--- config.mk ---
export PLATFORM = sky130hd
export DESIGN_NAME = pio_in_capture_avmm_flat
export DESIGN_NICKNAME = d
export VERILOG_FILES = /design/src/rtl/pio_in_capture_avmm_if.sv /design/src/rtl/pio_in_capture_avmm.sv /design/src/flat_wrapper.sv
export SDC_FILE = /design/constraint.sdc
export NUM_CORES = 1
export LEC_CHECK = 0
export BUFFER_PORTS_ARGS = -buffer_cell sky130_fd_sc_hd__buf_2
export CORE_MARGIN = 4
export CORE_UTILIZATION = 30
export CTS_CLUSTER_DIAMETER = 150
export CTS_CLUSTER_SIZE = 12
export DETAILED_ROUTE_END_ITERATION = 16
export SYNTH_ARGS = -nofsm -noshare
export SYNTH_HDL_FRONTEND = slang
export SYNTH_HIERARCHICAL = 1
export SYNTH_SLANG_ARGS = --single-unit
--- constraint.sdc ---
create_clock -name clk_i -period 1 [get_ports clk_i]
set_input_delay 0.1 -clock clk_i [delete_from_list [all_inputs] [get_ports clk_i]]
set_output_delay 0.1 -clock clk_i [all_outputs]
set_load 0.1 [all_outputs]
--- src/rtl/pio_in_capture_avmm_if.sv ---
// Avalon-MM slave bus bundle for the PIO input capture block.
// The bus master (host bridge / testbench) drives the request side.
interface pio_in_capture_avmm_if;
  logic [1:0]  address;
  logic        read;
  logic        write;
  logic [31:0] writedata;
  logic [31:0] readdata;

  modport slave  (input  address, read, write, writedata, output readdata);
  modport master (output address, read, write, writedata, input  readdata);
endinterface

--- src/rtl/pio_in_capture_avmm.sv ---
// PIO input capture: per-pin synchroniser, edge detect into sticky W1C bits, level IRQ.
// Optional per-pin debounce filter enabled by defining PIO_DEBOUNCE_EN.
module pio_in_capture_lane #(
  parameter int SYNC_DEPTH      = 2,
  parameter int DEBOUNCE_CYCLES = 1000
) (
  input  logic clk_i,
  input  logic rstn_i,
  input  logic pin_i,
  output logic filt_o,
  output logic rise_o,
  output logic fall_o
);
  logic [SYNC_DEPTH-1:0] sync_q;
  logic                  sync_val;
  logic                  prev_q;

  always_ff @(posedge clk_i or negedge rstn_i) begin
    if (!rstn_i) sync_q <= '0;
    else         sync_q <= {sync_q[SYNC_DEPTH-2:0], pin_i};
  end
  assign sync_val = sync_q[SYNC_DEPTH-1];

`ifdef PIO_DEBOUNCE_EN
  localparam int            CW     = $clog2(DEBOUNCE_CYCLES + 1);
  localparam logic [CW-1:0] DB_MAX = CW'(DEBOUNCE_CYCLES);
  logic [CW-1:0] cnt_q, cnt_d;
  logic          filt_q, filt_d;

  // Count consecutive cycles the synchronised level disagrees with the filtered one.
  always_comb begin
    cnt_d  = '0;
    filt_d = filt_q;
    if (sync_val != filt_q) begin
      cnt_d = cnt_q + 1'b1;
      if (cnt_d == DB_MAX) begin
        filt_d = sync_val;
        cnt_d  = '0;
      end
    end
  end

  always_ff @(posedge clk_i or negedge rstn_i) begin
    if (!rstn_i) begin
      cnt_q  <= '0;
      filt_q <= 1'b0;
    end else begin
      cnt_q  <= cnt_d;
      filt_q <= filt_d;
    end
  end
  assign filt_o = filt_q;
`else
  localparam int unused_db = DEBOUNCE_CYCLES;
  assign filt_o = sync_val;
`endif

  always_ff @(posedge clk_i or negedge rstn_i) begin
    if (!rstn_i) prev_q <= 1'b0;
    else         prev_q <= filt_o;
  end

  assign rise_o = filt_o & ~prev_q;
  assign fall_o = ~filt_o & prev_q;
endmodule

module pio_in_capture_avmm #(
  parameter int PIO_WIDTH       = 8,
  parameter int SYNC_DEPTH      = 2,
  parameter int DEBOUNCE_CYCLES = 1000
) (
  input  logic                  clk_i,
  input  logic                  rstn_i,
  input  logic [PIO_WIDTH-1:0]  pio_i,
  pio_in_capture_avmm_if.slave  avs,
  output logic                  irq_o
);
  localparam logic [1:0] A_DATA = 2'd0, A_MASK = 2'd1, A_CAP = 2'd2, A_CFG = 2'd3;

  logic [PIO_WIDTH-1:0] filt_val, rise, fall, evt;
  logic [PIO_WIDTH-1:0] mask_q, cap_q, cap_d, rise_en_q, fall_en_q, w1c;
  logic [31:0]          rd_mux, rdata_q;
  logic                 irq_q;
  logic                 wr_mask, wr_cap, wr_cfg;
  logic                 unused_wdata;

  for (genvar g = 0; g < PIO_WIDTH; g++) begin : g_lane
    pio_in_capture_lane #(
      .SYNC_DEPTH      (SYNC_DEPTH),
      .DEBOUNCE_CYCLES (DEBOUNCE_CYCLES)
    ) u_lane (
      .clk_i  (clk_i),
      .rstn_i (rstn_i),
      .pin_i  (pio_i[g]),
      .filt_o (filt_val[g]),
      .rise_o (rise[g]),
      .fall_o (fall[g])
    );
  end

  assign evt     = (rise & rise_en_q) | (fall & fall_en_q);
  assign wr_mask = avs.write && (avs.address == A_MASK);
  assign wr_cap  = avs.write && (avs.address == A_CAP);
  assign wr_cfg  = avs.write && (avs.address == A_CFG);
  assign w1c     = wr_cap ? avs.writedata[PIO_WIDTH-1:0] : '0;
  // A fresh event beats a same-cycle clear so no edge is ever lost.
  assign cap_d   = evt | (cap_q & ~w1c);
  assign unused_wdata = &{1'b0, avs.writedata};

  always_comb begin
    rd_mux = '0;
    case (avs.address)
      A_DATA: rd_mux[PIO_WIDTH-1:0] = filt_val;
      A_MASK: rd_mux[PIO_WIDTH-1:0] = mask_q;
      A_CAP:  rd_mux[PIO_WIDTH-1:0] = cap_q;
      default: begin
        rd_mux[PIO_WIDTH-1:0]   = rise_en_q;
        rd_mux[16+:PIO_WIDTH]   = fall_en_q;
      end
    endcase
  end

  always_ff @(posedge clk_i or negedge rstn_i) begin
    if (!rstn_i) begin
      mask_q    <= '0;
      cap_q     <= '0;
      rise_en_q <= '0;
      fall_en_q <= '0;
      rdata_q   <= '0;
      irq_q     <= 1'b0;
    end else begin
      cap_q <= cap_d;
      irq_q <= |(cap_q & mask_q);
      if (wr_mask) mask_q <= avs.writedata[PIO_WIDTH-1:0];
      if (wr_cfg) begin
        rise_en_q <= avs.writedata[PIO_WIDTH-1:0];
        fall_en_q <= avs.writedata[16+:PIO_WIDTH];
      end
      if (avs.read) rdata_q <= rd_mux;
    end
  end

  assign avs.readdata = rdata_q;
  assign irq_o        = irq_q;
endmodule
--- src/flat_wrapper.sv ---
// flat-port wrapper written by rule: the top's interface ports become plain ports
module pio_in_capture_avmm_flat 
#(
  parameter int PIO_WIDTH       = 8,
  parameter int SYNC_DEPTH      = 2,
  parameter int DEBOUNCE_CYCLES = 1000
)
  (clk_i, rstn_i, pio_i, irq_o, avs_address, avs_read, avs_write, avs_writedata, avs_readdata);
  pio_in_capture_avmm_if avs_i ();
  input  logic clk_i;
  input  logic rstn_i;
  input  logic [PIO_WIDTH-1:0] pio_i;
  output logic irq_o;
  input wire logic [$bits(avs_i.address)-1:0] avs_address;
  input wire logic [$bits(avs_i.read)-1:0] avs_read;
  input wire logic [$bits(avs_i.write)-1:0] avs_write;
  input wire logic [$bits(avs_i.writedata)-1:0] avs_writedata;
  output wire logic [$bits(avs_i.readdata)-1:0] avs_readdata;
  assign avs_i.address = avs_address;
  assign avs_i.read = avs_read;
  assign avs_i.write = avs_write;
  assign avs_i.writedata = avs_writedata;
  assign avs_readdata = avs_i.readdata;
  pio_in_capture_avmm #(.PIO_WIDTH(PIO_WIDTH), .SYNC_DEPTH(SYNC_DEPTH), .DEBOUNCE_CYCLES(DEBOUNCE_CYCLES)) u_core (.clk_i(clk_i), .rstn_i(rstn_i), .pio_i(pio_i), .avs(avs_i), .irq_o(irq_o));
endmodule
==> impl_metrics.ini <==
[grt]
grt_usage = 0.128
grt.busiest_layer = met2
grt_max_degree = 30
globalRouteMet2Util = 0.187
grt_pass1_wl_mm = 11.4
grt_overflow = 0
met3_usage = 0.0487
grtUsageMet1 = 0.171
grt_pass1_vias = 2229
antenna_found_initial = 0

[hold_path]
hold_path_class = in -> reg

[placement]
place.gp.congestion = 0.793
post-place-ws_ns = -0.0623
io_buffers = 46
hpwl_mm = 5.06
placed_cell_area_sq_um = 3930

[logic_synthesis]
synth.yosys.seq_area_share = 0.586
synth_top_cell_area_share = 0.586
yosysMostFrequentCell = dfrtp_1
synth_common_cells = 73 x dfrtp_1, 19 x buf_4, 16 x mux2i_1, 14 x mux2_2
synth_area_leaders = dfrtp_1 59%, mux2i_1 5.1%, mux2_2 5.1%
synth-edff-count = 0
synthFlopType = dfrtp_1
ys_warn_count = 6
synth_cell_types = 24
async_flop_share = 1.00
yosys.area.top_type = dfrtp_1
ys_seq_elements = 73
synthCells = 230
synth_area_sq_um = 3120
syn_avg_cell_area_sq_um = 13.5

[final_layout]
areaGrowthSynthToFinish_pct = 40.6
final_util = 0.440
fill_cells = 942
antenna_cells = 0
seq_area_sq_um = 1850
drive_gt1_frac = 0.429
postLayoutCellArea_sq_um = 4380
multiInputGateArea_sq_um = 1140
nNetsFinal = 377

[cts]
path_clk_slew_ns = 0.08
cts.path.max_buffers = 2
cts.sinks = 73
htreeDepth = 3
clk_latency_ns = 0.36
cts_buffers = 9
clock-root-buffer = clkbuf_8
cts_tree = built

[sta]
finClkSkew_ns = 0.0105
hold_viol = 0
min_period_ns = 1.09
finalCritPeriodShare = 1.09
rsz0062_at_grt = yes
fmax_ghz = 0.922
drv_slew = 0
setup_viol = 25
worst_slack_ns = -0.0851

[pwr]
power_frac_comb = 0.290
p_clk_frac = 0.258
vdd.ir_drop.worst_uv = 908
power_mw = 8.21
power.leakage_nw = 2.00
seqPwrFrac = 0.452
p_sw_mw = 2.88
power.density_nw_per_um2 = 1870
swShare = 0.351
internal-power_mw = 5.33

[routing]
antenna_left = 0
drc_errors = 0
wl_mm = 7.05
first_iter_violations = 70
wl_per_cell_um = 15.0
viasPerCell = 4.46
via_count = 2091
drtPass1Iterations = 4

[worst_setup_path]
worstPathMaxFanout = 2
max_stage_delay_ns = 0.45
critPathKind = reg -> out
crit_family = flip-flops
end_kind = output pin
cp.arrival_ns = 0.99
critical_path_buf_inv_count = 1
path_cells = buf_12
start_kind = flip-flop
cp_slowest_cell = dfrtp_2
required_ns = 0.90

[die]
die_x_um = 110
fp.dieH_um = 110
row_count = 36
initial_core_util = 0.313
fp.dieArea_sq_um = 12100
ios = 79
core_area_sq_um = 9950

[job]
drv_cap = 0

[outcome]
outcome = finished with violations
failed_checks = negative setup slack
==> cell type report <==
class / count / area share
clock inverters: 5 / 0.00914
repair buffers: 101 / 0.233
well taps: 133 / 0.0380
flip-flops and latches: 73 / 0.422
clock buffers: 11 / 0.0323
inverters: 8 / 0.00686
multi-input cells: 138 / 0.259
==> metal layers <==
| layer | wire length, um | vias up |
|---|---|---|
| met5 | 0 | - |
| met4 | 123 | 0 |
| met2 | 3190 | 61 |
| li1 | - | 994 |
| met1 | 3270 | 1025 |
| met3 | 466 | 11 |
==> metrics by stage <==
step	hold slack (ns)	cells	TNS [ns]
after CTS	0.0000892	467	-1.65
after global placement	0.0116	425	-0.392
after floorplan	-0.196	245	0
after detailed placement	0.0154	425	-0.917
after global routing	0.00803	469	-2.32
final	0.0172	469	-1.22
==> worst paths after layout <==
check                                                  start                                 to  slack [ns]  depth (start not counted)
max                                   u_core/avs.readdata[7]                    avs_readdata[7]       -0.09                          1
min                                         avs_writedata[2]                u_core/rise_en_q[2]        0.02                          2
max reg2reg                u_core/g_lane[6].u_lane/sync_q[1]                    u_core/cap_q[6]       -0.06                          3
min reg2reg                u_core/g_lane[0].u_lane/sync_q[0]  u_core/g_lane[0].u_lane/sync_q[1]        0.35                          0
max in group asynchronous                             rstn_i             u_core/avs.readdata[1]        0.34                          3
min in group asynchronous                             rstn_i            u_core/avs.readdata[20]        0.18                          2
==> state kept, by name, summed over array words and instances, names as in the netlist <==
| name | flops |
|---|---|
| u_core/irq_o | 1 |
| u_core/mask_q | 8 |
| u_core/g_lane.u_lane/prev_q | 8 |
| u_core/avs.readdata | 16 |
| u_core/cap_q | 8 |
| u_core/g_lane.u_lane/sync_q | 16 |
| u_core/rise_en_q | 8 |
| u_core/fall_en_q | 8 |
==> power groups by stage <==
stage               Sequential (mW)  Combinational [mW]  Clock, mW
floorplan                      4.28               0.933          0
CTS                            3.71                2.38       2.21
detailed placement             3.77                2.28          0
global route                   3.76                2.51       2.34
global placement               3.76                2.26          0
finish                         3.71                2.38       2.12
==> timing repair <==
| action | in CTS | in global routing |
|---|---|---|
| setup buffers | 5 | 1 |
| pin swaps | 1 | 0 |
| resized for setup | 0 | 0 |
| setup endpoints to repair | 25 | 25 |
| hold endpoints to repair | 95 | 1 |
| hold buffers | 21 | 1 |
==> logic make-up after synthesis <==
family | after synthesis | synth area share
buf+inv | 34 | 0.0671
flops | 73 | 0.586
simple gates | 46 | 0.105
mux | 40 | 0.150
compound gates | 36 | 0.0900
other cells | 1 | 0.00120
==> placed cells by master, fill, tap and decap left out, types with 14 or more instances in the layout <==
| cell type | n |
|---|---|
| dfrtp_1 | 57 |
| dfrtp_2 | 16 |
| mux2i_1 | 16 |
| buf_12 | 22 |
| buf_4 | 29 |
| buf_2 | 28 |
| conb_1 | 16 |
| mux2_2 | 14 |
| dlygate4sd3_1 | 22 |
Note: power is estimated with default switching activity, not from simulation.
